--- src/rtl/ped_pkg.sv ---
// Shared types and constants for the pedestrian crossing controller.
package ped_pkg;

  localparam int unsigned PHASE_W = 8;
  localparam int unsigned CD_W    = 4;
  localparam int unsigned CD_SAT  = 15;
  localparam int unsigned DB_W    = 4;

  typedef enum logic [2:0] {
    IDLE,
    ARMED,
    WALK,
    FLASH,
    FAULT
  } ped_state_e;

  // Lamp pattern is legal only when exactly one vehicle lamp is lit.
  function automatic logic lamp_bad(input logic red, input logic yellow, input logic green);
    return !$onehot({red, yellow, green});
  endfunction

  // Display value for a FLASH cycle given the cycles left after it.
  function automatic logic [CD_W-1:0] flash_display(input logic [PHASE_W-1:0] remaining);
    if (remaining >= PHASE_W'(CD_SAT)) begin
      return CD_W'(CD_SAT);
    end
    return CD_W'(remaining) + CD_W'(1);
  endfunction

endpackage

--- src/rtl/ped_crossing_ctrl_if.sv ---
// Lamp inputs, button and pedestrian lamp outputs of the crossing controller.
interface ped_crossing_ctrl_if;

  logic                     red;
  logic                     yellow;
  logic                     green;
  logic                     btn;
  logic                     walk;
  logic                     dont_walk;
  logic [ped_pkg::CD_W-1:0] countdown;
  logic                     req_pending;
  logic                     fault;

  modport master (
    output red, yellow, green, btn,
    input  walk, dont_walk, countdown, req_pending, fault
  );

  modport slave (
    input  red, yellow, green, btn,
    output walk, dont_walk, countdown, req_pending, fault
  );

endinterface

--- src/rtl/btn_debounce.sv ---
// Two-flop synchronizer plus debounce; press pulses once per stable high period.
module btn_debounce
  import ped_pkg::*;
#(
  parameter int unsigned DB_CYCLES = 3
) (
  input  logic clk,
  input  logic reset,
  input  logic btn,
  output logic press
);

  logic            sync1_q, sync1_d;
  logic            sync2_q, sync2_d;
  logic [DB_W-1:0] cnt_q, cnt_d;

  // Count consecutive high samples, holding at DB_CYCLES until a low sample re-arms.
  always_comb begin
    sync1_d = btn;
    sync2_d = sync1_q;
    cnt_d   = cnt_q;
    if (!sync2_q) begin
      cnt_d = '0;
    end else if (cnt_q != DB_W'(DB_CYCLES)) begin
      cnt_d = cnt_q + DB_W'(1);
    end
  end

  assign press = sync2_q && (cnt_q == DB_W'(DB_CYCLES - 1));

  always_ff @(posedge clk) begin
    if (reset) begin
      sync1_q <= 1'b0;
      sync2_q <= 1'b0;
      cnt_q   <= '0;
    end else begin
      sync1_q <= sync1_d;
      sync2_q <= sync2_d;
      cnt_q   <= cnt_d;
    end
  end

endmodule

--- src/rtl/ped_crossing_ctrl.sv ---
// Pedestrian crossing controller: grants WALK / flashing DON'T-WALK inside vehicle red,
// and latches a safe fault state on a persistent illegal lamp pattern.
module ped_crossing_ctrl
  import ped_pkg::*;
#(
  parameter int unsigned WALK_CYCLES  = 8,
  parameter int unsigned FLASH_CYCLES = 6,
  parameter int unsigned DB_CYCLES    = 3
) (
  input  logic                clk,
  input  logic                reset,
  ped_crossing_ctrl_if.slave  bus
);

  logic               press;
  logic               red_rise_c;
  logic               bad_c;
  logic               red_q, red_d;
  logic               bad_q, bad_d;
  ped_state_e         state_q, state_d;
  logic [PHASE_W-1:0] cnt_q, cnt_d;
  logic               req_q, req_d;
  logic               walk_q, walk_d;
  logic               dont_walk_q, dont_walk_d;
  logic [CD_W-1:0]    countdown_q, countdown_d;
  logic               fault_q, fault_d;

  btn_debounce #(
    .DB_CYCLES (DB_CYCLES)
  ) u_btn_debounce (
    .clk   (clk),
    .reset (reset),
    .btn   (bus.btn),
    .press (press)
  );

  assign red_rise_c = bus.red & ~red_q;
  assign bad_c      = lamp_bad(bus.red, bus.yellow, bus.green);

  always_comb begin
    red_d       = bus.red;
    bad_d       = bad_c;
    state_d     = state_q;
    cnt_d       = cnt_q;
    req_d       = req_q;
    walk_d      = 1'b0;
    dont_walk_d = 1'b1;
    countdown_d = '0;
    fault_d     = 1'b0;

    // Fault detection outranks abort, which outranks the normal sequence.
    if (bad_c && bad_q) begin
      state_d = FAULT;
    end else if ((state_q == WALK || state_q == FLASH) && !bus.red) begin
      state_d = req_q ? ARMED : IDLE;
    end else begin
      case (state_q)
        IDLE: begin
          if (req_q) state_d = ARMED;
        end
        ARMED: begin
          if (red_rise_c) begin
            state_d = WALK;
            cnt_d   = PHASE_W'(WALK_CYCLES - 1);
          end
        end
        WALK: begin
          if (cnt_q == '0) begin
            state_d = FLASH;
            cnt_d   = PHASE_W'(FLASH_CYCLES - 1);
          end else begin
            cnt_d = cnt_q - PHASE_W'(1);
          end
        end
        FLASH: begin
          if (cnt_q == '0) begin
            state_d = req_q ? ARMED : IDLE;
          end else begin
            cnt_d = cnt_q - PHASE_W'(1);
          end
        end
        FAULT:   state_d = FAULT;
        default: state_d = IDLE;
      endcase
    end

    // Entry to WALK consumes the request; a press in the same cycle is not re-latched.
    if (state_d == FAULT) begin
      req_d = 1'b0;
    end else if (state_d == WALK && state_q != WALK) begin
      req_d = 1'b0;
    end else if (press && state_q != WALK && state_q != FAULT) begin
      req_d = 1'b1;
    end

    // Lamp outputs are decoded from the next state so they register with it.
    case (state_d)
      WALK: begin
        walk_d      = 1'b1;
        dont_walk_d = 1'b0;
      end
      FLASH: begin
        dont_walk_d = (state_q == FLASH) ? ~dont_walk_q : 1'b1;
        countdown_d = flash_display(cnt_d);
      end
      FAULT: begin
        fault_d = 1'b1;
      end
      default: ;
    endcase
  end

  always_ff @(posedge clk) begin
    if (reset) begin
      red_q       <= 1'b0;
      bad_q       <= 1'b0;
      state_q     <= IDLE;
      cnt_q       <= '0;
      req_q       <= 1'b0;
      walk_q      <= 1'b0;
      dont_walk_q <= 1'b1;
      countdown_q <= '0;
      fault_q     <= 1'b0;
    end else begin
      red_q       <= red_d;
      bad_q       <= bad_d;
      state_q     <= state_d;
      cnt_q       <= cnt_d;
      req_q       <= req_d;
      walk_q      <= walk_d;
      dont_walk_q <= dont_walk_d;
      countdown_q <= countdown_d;
      fault_q     <= fault_d;
    end
  end

  assign bus.walk        = walk_q;
  assign bus.dont_walk   = dont_walk_q;
  assign bus.countdown   = countdown_q;
  assign bus.req_pending = req_q;
  assign bus.fault       = fault_q;

endmodule

--- src/flat_wrapper.sv ---
// flat-port wrapper written by rule: the top's interface ports become plain ports
module ped_crossing_ctrl_flat import ped_pkg::*;
#(
  parameter int unsigned WALK_CYCLES  = 8,
  parameter int unsigned FLASH_CYCLES = 6,
  parameter int unsigned DB_CYCLES    = 3
)
  (clk, reset, bus_red, bus_yellow, bus_green, bus_btn, bus_walk, bus_dont_walk, bus_countdown, bus_req_pending, bus_fault);
  ped_crossing_ctrl_if bus_i ();
  input  logic clk;
  input  logic reset;
  input wire logic [$bits(bus_i.red)-1:0] bus_red;
  input wire logic [$bits(bus_i.yellow)-1:0] bus_yellow;
  input wire logic [$bits(bus_i.green)-1:0] bus_green;
  input wire logic [$bits(bus_i.btn)-1:0] bus_btn;
  output wire logic [$bits(bus_i.walk)-1:0] bus_walk;
  output wire logic [$bits(bus_i.dont_walk)-1:0] bus_dont_walk;
  output wire logic [$bits(bus_i.countdown)-1:0] bus_countdown;
  output wire logic [$bits(bus_i.req_pending)-1:0] bus_req_pending;
  output wire logic [$bits(bus_i.fault)-1:0] bus_fault;
  assign bus_i.red = bus_red;
  assign bus_i.yellow = bus_yellow;
  assign bus_i.green = bus_green;
  assign bus_i.btn = bus_btn;
  assign bus_walk = bus_i.walk;
  assign bus_dont_walk = bus_i.dont_walk;
  assign bus_countdown = bus_i.countdown;
  assign bus_req_pending = bus_i.req_pending;
  assign bus_fault = bus_i.fault;
  ped_crossing_ctrl #(.WALK_CYCLES(WALK_CYCLES), .FLASH_CYCLES(FLASH_CYCLES), .DB_CYCLES(DB_CYCLES)) u_core (.clk(clk), .reset(reset), .bus(bus_i));
endmodule
--- config.mk ---
export PLATFORM = sky130hd
export DESIGN_NAME = ped_crossing_ctrl_flat
export DESIGN_NICKNAME = d
export VERILOG_FILES = /design/src/rtl/ped_pkg.sv /design/src/rtl/ped_crossing_ctrl_if.sv /design/src/rtl/btn_debounce.sv /design/src/rtl/ped_crossing_ctrl.sv /design/src/flat_wrapper.sv
export SDC_FILE = /design/constraint.sdc
export NUM_CORES = 1
export LEC_CHECK = 0
export ABC_CLOCK_PERIOD_IN_PS = 2960
export BUFFER_PORTS_ARGS = -buffer_cell sky130_fd_sc_hd__buf_2
export CAP_MARGIN = 20
export CORE_MARGIN = 2
export CORE_UTILIZATION = 52
export CTS_CLUSTER_DIAMETER = 100
export DETAILED_ROUTE_END_ITERATION = 8
export PLACE_DENSITY = 0.74
export SLEW_MARGIN = 40
export SYNTH_ARGS = -nofsm -noshare
export SYNTH_HDL_FRONTEND = slang
export SYNTH_SLANG_ARGS = --single-unit
export TNS_END_PERCENT = 100
--- constraint.sdc ---
create_clock -name clk -period 2.96 [get_ports clk]
set_input_delay 0.148 -clock clk [delete_from_list [all_inputs] [get_ports clk]]
set_output_delay 0.148 -clock clk [all_outputs]
set_load 0.005 [all_outputs]
==> results_dict.tcl <==
set metrics [dict create \
    path_clk_slew_ns 0.16 \
    antenna_found_initial 0 \
    grt_pass1_wl_um 6313 \
    power_uw 588.9 \
    die_w_um 58.87 \
    startpoint "u_core.cnt_q[0]$_SDFF_PP0_" \
    finalClockSkew_ns 0.008531 \
    wl_per_cell_um 16.15 \
    detail_route.vias_per_cell 6.168 \
    post_dp_cell_area_mm2 0.001685 \
    maxCapViolCount 0 \
    gr-max-usage-layer "met2" \
    initial_core_util 0.5580 \
    worstPathCellList "inv_2, ha_4, or4b_4, nor3_4, inv_2, ha_2, nand2_1, a21oi_2, o21ai_2, a222oi_1, mux2_2, a21oi_2" \
    ys_seq_elements 27 \
    hold_class "input pin to flop" \
    worstMarginPinSlew_ns 0.7524 \
    crit_arrival_ns 3.17 \
    drt-pass1-iter-count 4 \
    fmax_mhz 348.3 \
    maxSlewHeadroom 0.4938 \
    dieArea_mm2 0.003465 \
    cts_max_path_buffers 2 \
    cts_sinks 27 \
    path_delay_family "compound AO/OA/AOI/OAI gates" \
    ys_async_sr_fraction 0 \
    area_growth_pct 14.95 \
    dpl.hpwl_um 2725 \
    drtIter0Drc 77 \
    outcome "finished clean" \
    setup_viol_count_final 0 \
    r2r-start "u_core.cnt_q[0]$_SDFF_PP0_" \
    cp-end-kind "flop" \
    slowest_delay_ns 0.47 \
    critPathKind "flop to flop" \
    io_buffers 13 \
    cp_num_buf_inv 2 \
    seq_power_share 0.643 \
    ys_types 52 \
    finalSetupTns_ns 0 \
    grtUsageMet2 0.4032 \
    critPathMaxFanout 3 \
    drive_gt1_frac 0.2609 \
    syn_inst 182 \
    min_from "bus_btn" \
    combPwrFrac 0.066 \
    syn_avg_cell_area_um2 8.600 \
    io_pins 14 \
    yosysSeqAreaShare 0.3453 \
    hold_viol 0 \
    syn-num-nets 195 \
    drc 0 \
    p_switching_uw 151.2 \
    grtUsageMet3 0.04615 \
    period_needed_ns 2.871 \
    design_area_mm2 0.001799 \
    cp_slowest_cell "or4b_4" \
    grt_max_degree 19 \
    drtAntennaViolNets 0 \
    num_rows 19 \
    cts_max_level 1 \
    leakage_nw 0.7318 \
    synth_area_mm2 0.001565 \
    synth_edf_count 0 \
    numCtsBuffers 3 \
    n_antenna_cell 0 \
    grt-ovfl-total 0 \
    power_frac_clock 0.292 \
    period_share 0.9699 \
    vias 1468 \
    slew_viol_final 0 \
    cts_tree "done" \
    synth-main-ff-cell "dfxtp_1" \
    p_int_uw 437.7 \
    synth_warnings 0 \
    cts-root-buf "clkbuf_4" \
    ir_drop_v 0.0002963 \
    critPathLaunchType "flop" \
    nets 221 \
    core_mm2 0.002805 \
    met1_usage 0.2869 \
    grt_pass1_vias 1422 \
    routed_wl_um 3844 \
    switching_share 0.2568 \
    routabilityCongestion 0.8800 \
    dieHeight_um 58.87 \
    p_per_area_mw_per_mm2 327.3 \
    clk_latency_ns 0.34 \
    worstPathRequired_ns 3.25 \
    grtUsageTotal 0.2380 \
]
==> final timing paths <==
kind / to / slack, ns / cells past startpoint
min: u_core.u_btn_debounce.sync1_q$_SDFF_PP0_ / 0.01 / 2
max: u_core.bus.countdown[3]$_SDFF_PP0_ / 0.09 / 12
min reg2reg: u_core.u_btn_debounce.sync2_q$_SDFF_PP0_ / 0.46 / 1
max reg2reg: u_core.bus.countdown[3]$_SDFF_PP0_ / 0.09 / 12
==> cell usage after synthesis (all sizes together), types with 2 or more instances <==
| cell | count | area share |
|---|---|---|
| a211oi | 6 | 0.032 |
| a21o | 3 | 0.014 |
| a21oi | 19 | 0.063 |
| a31oi | 4 | 0.016 |
| and2 | 2 | 0.0080 |
| buf | 4 | 0.018 |
| clkbuf | 2 | 0.0048 |
| dfxtp | 27 | 0.35 |
| ha | 6 | 0.048 |
| inv | 11 | 0.026 |
| mux2i | 2 | 0.013 |
| nand2 | 12 | 0.029 |
| nand2b | 6 | 0.026 |
| nand3 | 5 | 0.019 |
| nand3b | 6 | 0.029 |
| nor2 | 17 | 0.041 |
| nor2b | 6 | 0.024 |
| nor3 | 4 | 0.023 |
| o21ai | 10 | 0.032 |
| o41ai | 2 | 0.023 |
| or2 | 2 | 0.0080 |
| or3 | 2 | 0.0080 |
| or4 | 2 | 0.0096 |
| xnor2 | 2 | 0.011 |
| xor2 | 2 | 0.011 |
==> layer usage <==
layer / part of all wire / wire length (µm)
met5: 0 / 0
met3: 0.047 / 179
met4: 0.021 / 79
met1: 0.44 / 1688
met2: 0.49 / 1897
==> placed cells by master (no fill, tap or decap), types with 4 or more instances in the layout <==
cell,synthesis,layout
inv_1,11,8
o21ai_0,10,9
a21oi_1,18,16
nand2b_1,5,5
buf_2,2,13
nand3_1,4,4
dfxtp_1,27,25
ha_1,6,4
nand2_1,12,12
buf_4,1,14
nor2b_1,6,6
a211oi_1,5,5
a31oi_1,4,4
nor2_1,17,17
nand3b_1,6,6
==> logic make-up (layout without fill, tap and decap cells) <==
kind of cell             Yosys count  count (layout)  share of synthesized area
AND/OR/NAND/NOR                   69              69                     0.2606
AO/OA/AOI/OAI                     55              55                     0.2414
flip-flops                        27              27                     0.3453
buffers and inverters             17              42                    0.04956
adder cells (fa/ha/maj)            7               7                    0.06075
XOR/XNOR                           4               4                    0.02239
multiplexers                       3               3                    0.01998
==> per-stage QoR <==
stage,setup slack [ns],std cells,hold WS [ns],util
global placement,0.06173,227,0.3546,0.6008
finish,0.08902,238,0.01096,0.6414
global route,-0.01279,238,0.01528,0.6414
floorplan,0.04343,182,0.2762,-
detailed placement,-0.04983,227,0.3674,0.6008
CTS,0.01231,235,0.007172,0.6240
==> final cells by class <==
cell class | instances | area, µm²
Clock inverter | 1 | 7.507
Tap cell | 31 | 38.79
Sequential cell | 27 | 543.0
Fill cell | 248 | 1006
Timing Repair Buffer | 27 | 170.2
Inverter | 11 | 41.29
Multi-Input combinational cell | 138 | 975.9
Clock buffer | 3 | 22.52
==> sequential cells by signal, indices dropped and copies added, names as in the netlist <==
name / count
u_core.cnt_q: 8
u_core.bus.req_pending: 1
u_core.state_q: 3
u_core.red_q: 1
u_core.bus.countdown: 4
u_core.bad_q: 1
u_core.u_btn_debounce.cnt_q: 4
u_core.u_btn_debounce.sync1_q: 1
u_core.bus.fault: 1
u_core.u_btn_debounce.sync2_q: 1
u_core.bus.walk: 1
u_core.bus.dont_walk: 1
==> power by group through the flow <==
stage               Sequential (mW)  Clock [mW]  Combinational [mW]
floorplan                     0.382           0              0.0305
global placement              0.386           0              0.0369
detailed placement            0.386           0              0.0386
CTS                           0.378       0.175              0.0387
global route                  0.380       0.187              0.0436
finish                        0.379       0.172              0.0386
==> what timing repair did <==
| action | 4_1_cts | 5_1_grt |
|---|---|---|
| hold buffers | 0 | 0 |
| gates resized for setup | 5 | 8 |
| cloned | 0 | 0 |
| pin swaps | 3 | 5 |
| buffers inserted | 4 | 3 |
| setup endpoints to repair | 1 | 2 |
No activity file was read; power rests on OpenSTA's default activity.
